$ cat config.mk
export PLATFORM = sky130hd
export DESIGN_NAME = imm_encoder_pipe
export DESIGN_NICKNAME = d
export VERILOG_FILES = /design/src/rtl/imm_encoder_pipe.sv
export SDC_FILE = /design/constraint.sdc
export NUM_CORES = 1
export LEC_CHECK = 0
export CAP_MARGIN = 20
export CORE_MARGIN = 1
export CORE_UTILIZATION = 53
export CTS_BUF_LIST = sky130_fd_sc_hd__clkbuf_8
export DETAILED_ROUTE_END_ITERATION = 8
export PLACE_DENSITY = 0.83
export SLEW_MARGIN = 20
export SYNTH_ARGS = -nofsm -noshare
export SYNTH_HDL_FRONTEND = slang
export SYNTH_SLANG_ARGS = --single-unit
$ cat constraint.sdc
create_clock -name clk -period 2.6 [get_ports clk]
set_clock_uncertainty 0.05 [all_clocks]
set_input_delay 0.39 -clock clk [delete_from_list [all_inputs] [get_ports clk]]
set_output_delay 0.39 -clock clk [all_outputs]
set_load 0.01 [all_outputs]
$ cat src/rtl/imm_encoder_pipe.sv
// Packs an immediate plus register/opcode fields into an RV32 I/S/B/U/J word, range-checks the immediate, counts deliveries and errors.
// Latency: two register stages (S1 request/range check, S2 word/flags); a request sampled at one edge is presented after the next edge.
// Backpressure: valid/ready; each stage advances when the next is empty or draining, so in_ready depends combinationally on out_ready.
//
// Ports: clk, rst_n (async active-low); in_valid/in_ready request handshake with in_sel_ext (000 I, 001 S,
// 010 B, 011 U, 100 J), in_imm, in_opcode, in_rd, in_rs1, in_rs2, in_funct3; out_valid/out_ready result handshake
// with out_instr, out_err, out_rt_mismatch; clr_cnt clears the saturating enc_count/err_count statistics.
// Optional feature macro: ENC_ROUNDTRIP_CHECK_EN (re-extracts the immediate from the encoded word in S2).
module imm_encoder_pipe #(
    parameter int CNT_W = 16
) (
    input  logic             clk,
    input  logic             rst_n,
    input  logic             in_valid,
    output logic             in_ready,
    input  logic [2:0]       in_sel_ext,
    input  logic [31:0]      in_imm,
    input  logic [6:0]       in_opcode,
    input  logic [4:0]       in_rd,
    input  logic [4:0]       in_rs1,
    input  logic [4:0]       in_rs2,
    input  logic [2:0]       in_funct3,
    output logic             out_valid,
    input  logic             out_ready,
    output logic [31:0]      out_instr,
    output logic             out_err,
    output logic             out_rt_mismatch,
    input  logic             clr_cnt,
    output logic [CNT_W-1:0] enc_count,
    output logic [CNT_W-1:0] err_count
);
    localparam logic [2:0] SEL_I = 3'd0;
    localparam logic [2:0] SEL_S = 3'd1;
    localparam logic [2:0] SEL_B = 3'd2;
    localparam logic [2:0] SEL_U = 3'd3;
    localparam logic [2:0] SEL_J = 3'd4;

    logic        s1_valid;
    logic [2:0]  s1_sel;
    logic [31:0] s1_imm;
    logic [6:0]  s1_op;
    logic [4:0]  s1_rd;
    logic [4:0]  s1_rs1;
    logic [4:0]  s1_rs2;
    logic [2:0]  s1_f3;
    logic        s1_err;

    logic        s2_ready;
    logic        in_err;
    logic [31:0] asm_instr;
    logic        deliver;

    // out_valid is the S2 valid bit.
    assign s2_ready = !out_valid || out_ready;
    assign in_ready = !s1_valid || s2_ready;
    assign deliver  = out_valid && out_ready;

    // Signed range check: upper bits must be a pure sign extension; B/J also need an even offset.
    // An invalid format is folded into the same error flag.
    always_comb begin
        in_err = 1'b0;
        case (in_sel_ext)
            SEL_I, SEL_S: in_err = !((&in_imm[31:11]) || !(|in_imm[31:11]));
            SEL_B:        in_err = in_imm[0] || !((&in_imm[31:12]) || !(|in_imm[31:12]));
            SEL_J:        in_err = in_imm[0] || !((&in_imm[31:20]) || !(|in_imm[31:20]));
            SEL_U:        in_err = |in_imm[11:0];
            default:      in_err = 1'b1;
        endcase
    end

    // Out-of-range immediates still produce the truncated word; invalid formats produce zero.
    always_comb begin
        asm_instr = '0;
        case (s1_sel)
            SEL_I: asm_instr = {s1_imm[11:0], s1_rs1, s1_f3, s1_rd, s1_op};
            SEL_S: asm_instr = {s1_imm[11:5], s1_rs2, s1_rs1, s1_f3, s1_imm[4:0], s1_op};
            SEL_B: asm_instr = {s1_imm[12], s1_imm[10:5], s1_rs2, s1_rs1, s1_f3,
                                s1_imm[4:1], s1_imm[11], s1_op};
            SEL_U: asm_instr = {s1_imm[31:12], s1_rd, s1_op};
            SEL_J: asm_instr = {s1_imm[20], s1_imm[10:1], s1_imm[11], s1_imm[19:12], s1_rd, s1_op};
            default: asm_instr = '0;
        endcase
    end

    always_ff @(posedge clk or negedge rst_n) begin
        if (!rst_n) begin
            s1_valid <= 1'b0;
            s1_sel   <= '0;
            s1_imm   <= '0;
            s1_op    <= '0;
            s1_rd    <= '0;
            s1_rs1   <= '0;
            s1_rs2   <= '0;
            s1_f3    <= '0;
            s1_err   <= 1'b0;
        end else if (in_ready) begin
            s1_valid <= in_valid;
            if (in_valid) begin
                s1_sel <= in_sel_ext;
                s1_imm <= in_imm;
                s1_op  <= in_opcode;
                s1_rd  <= in_rd;
                s1_rs1 <= in_rs1;
                s1_rs2 <= in_rs2;
                s1_f3  <= in_funct3;
                s1_err <= in_err;
            end
        end
    end

    // Data only loads with a valid item so a stalled result stays stable.
    always_ff @(posedge clk or negedge rst_n) begin
        if (!rst_n) begin
            out_valid <= 1'b0;
            out_instr <= '0;
            out_err   <= 1'b0;
        end else if (s2_ready) begin
            out_valid <= s1_valid;
            if (s1_valid) begin
                out_instr <= asm_instr;
                out_err   <= s1_err;
            end
        end
    end

`ifdef ENC_ROUNDTRIP_CHECK_EN
    logic [31:0] rt_imm;
    logic        asm_rt;

    // Decode the word back exactly as the extractor would; any difference means the slices lost information.
    always_comb begin
        rt_imm = '0;
        asm_rt = 1'b0;
        case (s1_sel)
            SEL_I: rt_imm = {{20{asm_instr[31]}}, asm_instr[31:20]};
            SEL_S: rt_imm = {{20{asm_instr[31]}}, asm_instr[31:25], asm_instr[11:7]};
            SEL_B: rt_imm = {{19{asm_instr[31]}}, asm_instr[31], asm_instr[7],
                             asm_instr[30:25], asm_instr[11:8], 1'b0};
            SEL_U: rt_imm = {asm_instr[31:12], 12'h000};
            SEL_J: rt_imm = {{11{asm_instr[31]}}, asm_instr[31], asm_instr[19:12],
                             asm_instr[20], asm_instr[30:21], 1'b0};
            default: rt_imm = '0;
        endcase
        if (s1_sel <= SEL_J) begin
            asm_rt = (rt_imm != s1_imm);
        end
    end

    always_ff @(posedge clk or negedge rst_n) begin
        if (!rst_n) begin
            out_rt_mismatch <= 1'b0;
        end else if (s2_ready && s1_valid) begin
            out_rt_mismatch <= asm_rt;
        end
    end
`else
    assign out_rt_mismatch = 1'b0;
`endif

    // Saturating statistics; a clear in the same cycle as a delivery wins.
    always_ff @(posedge clk or negedge rst_n) begin
        if (!rst_n) begin
            enc_count <= '0;
            err_count <= '0;
        end else if (clr_cnt) begin
            enc_count <= '0;
            err_count <= '0;
        end else if (deliver) begin
            if (enc_count != '1) begin
                enc_count <= enc_count + CNT_W'(1);
            end
            if (out_err && (err_count != '1)) begin
                err_count <= err_count + CNT_W'(1);
            end
        end
    end

endmodule

After elaboration in Yosys (flattened, before gate mapping)

Index checks and enable logic that the tools add are counted.

Word-level logic and storage cells: 68
Bits of input ports: 65
Bits in registers: 128

Reductions and logical operators: 34
Eq/ne operators: 10
Add/subtract/negate cells: 2
Mux-type cells: 8

Operators by type and width:

| operator                                                         | count |
|---|---|
| 32-bit one-hot mux with 5 select lines                           | 1 |
| 16-bit 2-to-1 mux                                                | 6 |
| 16-bit by 1-bit adder with 16-bit output (second input constant) | 2 |
| 16-bit inequality test (second input constant)                   | 2 |
| 12-bit OR reduction                                              | 2 |
| 21-bit AND reduction                                             | 1 |
| 21-bit OR reduction                                              | 1 |
| 20-bit AND reduction                                             | 1 |
| 20-bit OR reduction                                              | 1 |
| 3-bit by 2-bit == test with 1-bit output (second input constant) | 4 |
| 12-bit AND reduction                                             | 1 |
| 1-bit zero test                                                  | 8 |
| 2-bit AND reduction                                              | 4 |
| 1-bit logical OR                                                 | 7 |
| 3-bit by 1-bit == test with 1-bit output (second input constant) | 2 |
| 3-bit == test (second input constant)                            | 2 |
| 3-bit zero test                                                  | 2 |
| 2-bit nonzero test                                               | 3 |
| 1-bit one-hot mux with 4 select lines                            | 1 |
| 1-bit logical AND                                                | 2 |
| 2-bit OR reduction                                               | 1 |

Logic depth before layout (Yosys ltp)

Gate-level depths: netlist of run 1.

Depth after elaboration: 6
Gate-level depth with buffers: 7
Gate-level depth less buffers: 6

Worst setup path before layout of run 1

No wires, ideal clock.

Path kind: reg2reg
From: register enc_count[0]
To: register enc_count[2]
Path buffers: 0
Arrival time: 1741 ps
Cell stages (with the launch flop): 7
Required time: 2418 ps
Setup slack: 678 ps
Path through: dfrtp_1 > ha_1 > nand4_1 > nor4_2 > nor3b_1 > xnor2_1 > nor2_1

Cells in the longest elaborated chain, start to end: 4

RTL lines:

| item                                     | line | RTL |
|---|---|---|
| from (decl)                              | 29   | `output logic [CNT_W-1:0] enc_count,` |
| from (signal assigned)                   | 170  | `enc_count <= enc_count + CNT_W'(1);` |
| 16-bit by 1-bit adder with 16-bit output | 170  |  |
| 16-bit 2-to-1 mux                        | 169  | `if (enc_count != '1) begin` |
| 16-bit 2-to-1 mux                        | 168  | `end else if (deliver) begin` |
| 16-bit 2-to-1 mux                        | 165  | `end else if (clr_cnt) begin` |

Several ways; a longest one is shown, not always the timed one. The select of a mux whose other input is x is not followed.
A chain may end at the register's enable or synchronous reset.

Worst setup path in the final report of run 1

From: input out_ready
To: output in_ready

Cells in the longest elaborated chain, start to end: 2

RTL lines:

| item             | line | RTL |
|---|---|---|
| from (decl)      | 24   | `input logic out_ready,` |
| 1-bit logical OR | 54   | `assign s2_ready = !out_valid \|\| out_ready;` |
| 1-bit logical OR | 55   | `assign in_ready = !s1_valid \|\| s2_ready;` |
| to (decl)        | 15   | `output logic in_ready,` |

No other way between the ends.

==> results of run 1 <==
-- through the flow --
step | hold WS, ns | setup WS [ns] | instances | utilization [%]
CTS | 0.439 | 0.305 | 851 | 72.7
finish | 0.438 | 0.280 | 851 | 72.7
global placement | 0.379 | 0.318 | 818 | 68.9
detailed placement | 0.382 | 0.291 | 818 | 68.9
floorplan | 0.0444 | 0.678 | 564 | -
global route | 0.457 | 0.243 | 851 | 72.7
-- area by class of cell --
cell class | count | share of cell area [%]
flip-flops and latches | 128 | 40.0
multi-input cells | 400 | 34.6
repair buffers | 145 | 18.0
clock buffers | 17 | 2.92
well taps | 140 | 2.18
clock inverters | 15 | 2.12
inverters | 6 | 0.281
-- state kept, by name, summed over array words and instances, names as in the netlist --
register   flops
err_count     16
s1_rs2         5
s1_rd          5
out_valid      1
s1_sel         3
s1_op          7
s1_valid       1
out_err        1
out_instr     32
s1_f3          3
s1_err         1
enc_count     16
s1_rs1         5
s1_imm        32
-- kinds of logic after synthesis --
kind of cell,after synthesis,synth area share (%)
DFF,128,52.3
AOI/OAI and AO/OA,110,11.3
and+or+nand+nor,185,15.9
buffers and inverters,36,2.47
muxes,73,13.4
adders and majority gates,2,0.409
xor gates and xnor gates,29,4.15
other,1,0.0613
-- per-layer routing --
metal / share of wire [%] / GRT usage (%)
met5: 0 / 0
met4: 1.6 / 10.4
met3: 5.3 / 4.86
met2: 51 / 43.9
met1: 43 / 34.0
-- cell usage in the layout (no fill, tap or decap), types with 16 or more instances in the layout --
cell type and count:
clkdlybuf4s50_1 130, dfrtp_1 128, mux2_2 70, nor2_1 48, nand2_1 37, o21ai_0 31, a21oi_1 31, xnor2_1 24
nor2b_1 20, clkbuf_8 17, a22oi_1 16
-- power groups by stage --
stage                     clock, mW  combinational, mW  sequential [mW]
after floorplan                   0              0.600             2.52
final                          1.73               1.26             2.48
after global placement            0               1.21             2.49
after CTS                      1.75               1.26             2.48
after detailed placement          0               1.25             2.52
after global routing           1.86               1.37             2.52
-- worst paths after layout --
| kind | end | depth (start not counted) | start | slack, ns |
|---|---|---|---|---|
| max | in_ready | 3 | out_ready | 0.28 |
| min | out_instr[3] | 1 | s1_op[3] | 0.44 |
| max reg2reg | out_instr[27] | 4 | s1_sel[0] | 0.54 |
| min reg2reg | out_instr[3] | 1 | s1_op[3] | 0.44 |
| max in group asynchronous | s1_rd[4] | 3 | rst_n | 1.34 |
| min in group asynchronous | out_instr[17] | 2 | rst_n | 0.45 |
-- timing repair --
action                                  CTS  global route
hold buffers                              1             0
endpoints found under the hold margin    43             0
endpoints found under the setup margin    0             0
==> impl_metrics.toml, run 1 <==
[clocking]
numCtsBuffers = 17
cts_tree = "built"
ctsResizeCount = 0
post_cts_buffers = 0
worstSkewPairLatency_ns = 0.44
clk_pin_slew_ns = 0.08
cts_htree_levels = 4
cts-root-buf = "clkbuf_8"
cts_sinks = 128
clockBufferDepth = 2

[setup_path]
arrival_ns = 1.88
path_buf_inv = 2
crit_fanout = 7
worstPathRequired_ns = 2.16
start_kind = "input port"
cp_common_cell = "clkdlybuf4s50_1"
crit_type = "input port to output port"
end_kind = "output port"
critical_path.slowest_cell = "clkdlybuf4s50_1"
cp_top_family = "buffers and inverters"
cp_cell_sequence = "clkdlybuf4s50_1 > nand3b_1 > clkdlybuf4s50_1"
slowest_delay_ns = 0.60

[floorplan]
start_util_pct = 55.5
fp-row-count = 38
fp.dieH_um = 109
io_pins = 133
dieArea_um2 = 12000
core_area_um2 = 11000
die_w_um = 109

[global_route]
gr-total-overflow = 0
grt_pass1_vias = 4827
grt_pass1_wl_um = 23900
antenna_found_initial = 0
track_usage_pct = 26.3
grt_max_degree = 62

[sta]
tightest_slew_ns = 0.765
finalHoldViolCount = 0
finalSetupTns_ns = 0
min_period_ns = 2.32
period_share_pct = 89.2
setup_viol = 0
rsz0062_at_grt = "false"
slew_headroom_pct = 48.5
maxSlewViolCount = 0
fmax_mhz = 431

[logic_synthesis]
synth_cell_types = 46
synth.area.top_cells = "dfrtp_1, mux2_2, xnor2_1"
yosys.area.top_type = "dfrtp_1"
netlist_instances = 564
synth_flop_cell = "dfrtp_1"
synth_edf_count = 0
yosys-top-cells-count = "dfrtp_1, mux2_2, nor2_1, nand2_1"
syn-cell-area_um2 = 6120
avgSynthCellArea_um2 = 10.9
yosysMostFrequentCell = "dfrtp_1"
synth-async-reset-ratio_pct = 100
yosys_warnings = 0
seq_area_frac_synth_pct = 52.3
ys_ff_latch = 128
synth_fp_nets = 631
synth_top_area_share_pct = 52.3

[power_and_ir_drop]
internal-power_mw = 3.90
leakagePower_nw = 3.21
swShare_pct = 28.7
power_frac_seq_pct = 45.4
clkPwrFrac_pct = 31.7
p_switching_mw = 1.57
comb_power_share_pct = 23.0
ir_worst_vdd_v = 0.000342
p_total_mw = 5.47
p_per_area_nw_per_um2 = 682

[layout]
multi_input_area_um2 = 2770
fin_area_um2 = 8020
n_antenna_cell = 0
finalNetCount = 765
area.growth.synth_to_final_pct = 31.0
fill_cells = 823
regArea_um2 = 3200
drive_gt1_share_pct = 17.7

[drt]
avgViaCountPerCell = 5.84
drt_iter0_markers = 284
drt-total-wl_um = 14700
wl_per_cell_um = 17.3
ant_nets = 0
vias = 4972
first_pass_iters = 5
drc = 0

[worst_hold_path]
hp-class = "flop to flop"

[place]
routabilityCongestion = 0.889
port_buffers = 131
dp_hpwl_um = 10700
place_area_um2 = 7600

[job]
cap_violations = 0

[status]
outcome = "complete, no violations"
Power figures use the tool's default switching activity.
==> run 2: changes to the inputs <==
CORE_ASPECT_RATIO = 0.9   (was not set)
SKIP_LAST_GASP = 1   (was not set)
==> run 2 against run 1 <==
Net effect: register-to-register slack hardly changed; worst setup slack better by 0.050 ns; maximum frequency rose by 2.2%; routed wire length shrank 1.2%; via count about the same; critical path type unchanged; sequential share of layout area down 0.18 points; clock power up 2%; combinational power is essentially flat; final cell count is 1.6% higher; utilization increased by 0.30 points; worst hold slack worse by 0.096 ns.
==> impl_metrics.toml, run 2 (synthesis results as in run 1) <==
[status]
outcome = "complete, no violations"

[global_route]
antenna_found_initial = 0
use_met2_pct = 41.4
use_met1_pct = 34.6
grt_max_degree = 57
grt-busiest-layer = "met2"
use_met3_pct = 5.89
track_usage_pct = 25.8
grt_pass1_wl_um = 23900
grt_pass1_vias = 4882
gr-total-overflow = 0

[sta]
rsz0062_at_grt = "false"
finalHoldViolCount = 0
setup_viol = 0
finalSetupTns_ns = 0
final.setup.worst_slack_ns = 0.330
fmax_mhz = 440
maxSlewViolCount = 0
period_share_pct = 87.3
slew_headroom_pct = 49.7
min_period_ns = 2.27
tightest_slew_ns = 0.746

[power_and_ir_drop]
swShare_pct = 28.6
clkPwrFrac_pct = 32.2
ir_worst_vdd_v = 0.000428
comb_power_share_pct = 22.6
p_switching_mw = 1.58
internal-power_mw = 3.93
power_frac_seq_pct = 45.2
leakagePower_nw = 3.20
p_per_area_nw_per_um2 = 684

[drt]
ant_nets = 0
wl_per_cell_um = 16.8
avgViaCountPerCell = 5.75
drt_iter0_markers = 475
drt-total-wl_um = 14500
first_pass_iters = 5
drc = 0
vias = 4973

[clocking]
worstSkewPairLatency_ns = 0.44
cts_htree_levels = 4
clockBufferDepth = 2
cts_tree = "built"
numCtsBuffers = 17
cts_sinks = 128
post_cts_buffers = 0
clk_pin_slew_ns = 0.08
cts-root-buf = "clkbuf_8"

[setup_path]
path_buf_inv = 2
worstPathRequired_ns = 2.16
cp_top_family = "buffers and inverters"
crit_type = "input port to output port"
crit_fanout = 4
start_kind = "input port"
critical_path.slowest_cell = "clkdlybuf4s50_1"
slowest_delay_ns = 0.60
arrival_ns = 1.83
end_kind = "output port"
cp_cell_sequence = "clkdlybuf4s50_1 > nand3b_1 > clkdlybuf4s50_1"
cp_common_cell = "clkdlybuf4s50_1"

[floorplan]
dieArea_um2 = 12000
start_util_pct = 55.5
die_w_um = 115
fp.dieH_um = 104
fp-row-count = 36
core_area_um2 = 11000
io_pins = 133

[layout]
n_antenna_cell = 0
area.growth.synth_to_final_pct = 31.6
layout_commonest_cell = "clkdlybuf4s50_1"
finalNetCount = 767
drive_gt1_share_pct = 18.0
fill_cells = 796
final_cell_mix = "clkdlybuf4s50_1, dfrtp_1, mux2_2"
top_regs = "out_instr x32, s1_imm x32"

[worst_hold_path]
hp-class = "input port to async pin"

[job]
cap_violations = 0

[place]
port_buffers = 131
dp_hpwl_um = 10600
routabilityCongestion = 0.932
pre_cts_ws_ns = 0.370
run 2: changes by cell type in the layout (fill, tap and decap cells not counted), sizes merged:
cell | previous run | this run
clkinv | 9 | 5
inv | 8 | 7
clkinvlp | 1 | 5
buf | 14 | 16
clkbuf | 17 | 18
run 2: cell type report:
type / count / area, µm² / area share (%)
clock buffers: 18 / 248 / 3.08
flip-flops and latches: 128 / 3200 / 39.8
clock inverters: 14 / 165 / 2.05
inverters: 6 / 22.5 / 0.280
multi-input cells: 400 / 2770 / 34.4
repair buffers: 147 / 1460 / 18.1
well taps: 152 / 190 / 2.36
run 2: what timing repair did:
item,4_1_cts,5_1_grt
hold buffers,1,0
resized for setup,0,0
endpoints found under the hold margin,20,0
run 2: stage by stage:
step                hold slack [ns]  power [mW]  cell area [µm²]  instances  util [%]
global placement              0.258        3.71             7630        832      69.1
detailed placement            0.261        3.77             7630        832      69.1
global route                  0.334        5.77             8050        865      73.0
CTS                           0.318        5.54             8050        865      73.0
floorplan                    0.0444        3.12             6120        564         -
finish                        0.342        5.51             8050        865      73.0
run 2: final timing paths:
| path | startpoint | to | slack, ns | cells after the start |
|---|---|---|---|---|
| max in group asynchronous | rst_n | s1_rs1[2] | 1.47 | 3 |
| max reg2reg | s1_sel[0] | out_instr[18] | 0.55 | 5 |
| max | out_ready | in_ready | 0.33 | 3 |
| min | rst_n | err_count[13] | 0.34 | 2 |
| min in group clk | out_instr[20] | out_instr[20] | 0.43 | 2 |
| min reg2reg | out_instr[20] | out_instr[20] | 0.43 | 2 |
run 2: worst reg2reg max path: stages (launching register included):
cell and delay [ns]:
dfrtp_1 0.55, buf_4 0.29, nor2b_1 0.52, a21oi_1 0.16
o22a_1 0.22, o21ai_0 0.17
run 2: layer usage:
layer | share of wire, % | vias to the layer above
met5 | 0 | -
met3 | 5.7 | 18
met1 | 44 | 2450
li1 | - | 2322
met2 | 50 | 183
met4 | 1.1 | 0
run 2: power by group through the flow:
stage | Clock (mW) | Sequential (mW) | Combinational, mW
after detailed placement | 0 | 2.53 | 1.24
after floorplan | 0 | 2.52 | 0.600
after global placement | 0 | 2.50 | 1.20
after global routing | 1.89 | 2.52 | 1.35
after CTS | 1.80 | 2.49 | 1.25
final | 1.77 | 2.49 | 1.24
==> run 3: changes to the inputs <==
CORE_UTILIZATION = 48   (was 53)
CTS_CLUSTER_SIZE = 14   (was not set)
PLACE_DENSITY = 0.79   (was 0.83)
clock period = 2 ns   (was 2.6 ns; I/O delays follow)
==> run 3 against run 2 <==
Net effect: cell area grew 1.8%; die area grew 10%; worst setup slack lost 0.23 ns; critical path type is now flop to output port.
==> impl_metrics.toml, run 3 (synthesis results as in run 1) <==
[power_and_ir_drop]
swShare_pct = 28.4
ir_worst_vdd_v = 0.000417
comb_power_share_pct = 24.1
p_switching_mw = 1.99
p_total_mw = 7.00
power_frac_seq_pct = 46.2
p_per_area_nw_per_um2 = 854
leakagePower_nw = 3.30
internal-power_mw = 5.02
clkPwrFrac_pct = 29.7

[layout]
drive_gt1_share_pct = 19.8
area.growth.synth_to_final_pct = 33.9
fin_util_pct = 67.1
final_cell_mix = "clkdlybuf4s50_1, dfrtp_1, mux2_2"
top_regs = "out_instr x32, s1_imm x32"
layout_commonest_cell = "clkdlybuf4s50_1"
finalNetCount = 783
n_antenna_cell = 0

[setup_path]
slowest_delay_ns = 0.60
start_kind = "flop"
arrival_ns = 1.56
rr_startpoint = "enc_count[1]"
cp_top_family = "buffers and inverters"
crit_type = "flop to output port"
end_kind = "output port"
path_buf_inv = 1
worstPathRequired_ns = 1.65
critical_path.slowest_cell = "clkdlybuf4s50_1"
crit_fanout = 8
cp_cell_sequence = "clkdlybuf4s50_1"
critical_path.startpoint = "out_valid"

[clocking]
worstSkewPairLatency_ns = 0.44
clockBufferDepth = 2
cts-root-buf = "clkbuf_8"
cts_htree_levels = 4
cts_sinks = 128
numCtsBuffers = 17
cts_tree = "built"
clk_pin_slew_ns = 0.07

[drt]
avgViaCountPerCell = 5.70
vias = 5065
wl_met1_um = 6690
drt-total-wl_um = 15200
dr_wl_met3_um = 1080
wl_met2_um = 7110
wl_per_cell_um = 17.1
top_layer_used = "met4"
ant_nets = 0
drt_iter0_markers = 393
drc = 0
first_pass_iters = 5

[floorplan]
fp.dieH_um = 109
core_area_um2 = 12200
io_pins = 133
die_w_um = 121
dieArea_um2 = 13200
start_util_pct = 50.1
fp-row-count = 38

[sta]
finalHoldViolCount = 0
period_share_pct = 95.3
fmax_mhz = 525
tightest_slew_ns = 0.653
maxSlewViolCount = 0
min_period_ns = 1.91
slew_headroom_pct = 56.5
final.setup.worst_slack_ns = 0.0947
rsz0062_at_grt = "false"
setup_viol = 0
hold_slack_ns = 0.262

[place]
routabilityCongestion = 0.913
port_buffers = 131
dp_hpwl_um = 11100
pre_cts_ws_ns = -0.0823

[worst_hold_path]
hp-class = "input port to async pin"

[global_route]
antenna_found_initial = 0
grt_pass1_vias = 4961
gr-total-overflow = 0
grt_pass1_wl_um = 24800
track_usage_pct = 24.7
grt_max_degree = 37

[job]
cap_violations = 0

[status]
outcome = "complete, no violations"
-- run 3: changes by cell type in the layout (fill, tap and decap cells not counted), moves of 2 or more --
cell,delta
clkbuf_8,+4
bufinv_16,-2
buf_12,+3
clkinvlp_4,-4
inv_1,+4
buf_4,+13
-- run 3: final cells by class --
class / count / area [µm²]
multi-input cells: 400 / 2790
inverters: 6 / 22.5
clock buffers: 22 / 303
repair buffers: 163 / 1610
fillers: 931 / 4020
clock inverters: 9 / 67.6
well taps: 160 / 200
flip-flops and latches: 128 / 3200
-- run 3: final timing paths --
kind,to,cells past startpoint,slack (ns)
worst max-delay path,out_valid,1,0.09
worst min-delay path,s1_op[4],2,0.26
worst max register to register,enc_count[4],8,0.10
worst min register to register,out_instr[18],2,0.43
max in group asynchronous,err_count[12],3,1.05
min in group clk,s1_rs2[4],2,0.42
-- run 3: what timing repair did --
action / 4_1_cts / 5_1_grt
setup buffers: 1 / 0
pin swaps: 1 / 0
setup endpoints to repair: 1 / 14
gates resized for setup: 1 / 5
cloned: 0 / 0
hold endpoints to repair: 21 / 0
hold buffers: 1 / 0
-- run 3: power groups by stage --
| stage | Sequential [mW] | Combinational, mW | Clock, mW |
|---|---|---|---|
| after floorplan | 3.27 | 0.780 | 0 |
| after global placement | 3.25 | 1.64 | 0 |
| after detailed placement | 3.28 | 1.68 | 0 |
| after CTS | 3.23 | 1.70 | 2.12 |
| after global routing | 3.28 | 1.84 | 2.23 |
| final | 3.23 | 1.69 | 2.08 |
-- run 3: through the flow --
| step | area [µm²] | setup TNS (ns) | cells |
|---|---|---|---|
| detailed placement | 7790 | -2.17 | 855 |
| CTS | 8180 | 0 | 888 |
| global route | 8200 | 0 | 888 |
| finish | 8200 | 0 | 888 |
| floorplan | 6120 | 0 | 564 |
| global placement | 7790 | -1.08 | 855 |
-- run 3: routing by layer --
layer,track usage [%],vias to the layer above
met4,8.99,0
met3,6.96,28
met1,32.9,2493
met2,38.5,200
met5,0,-
li1,-,2344
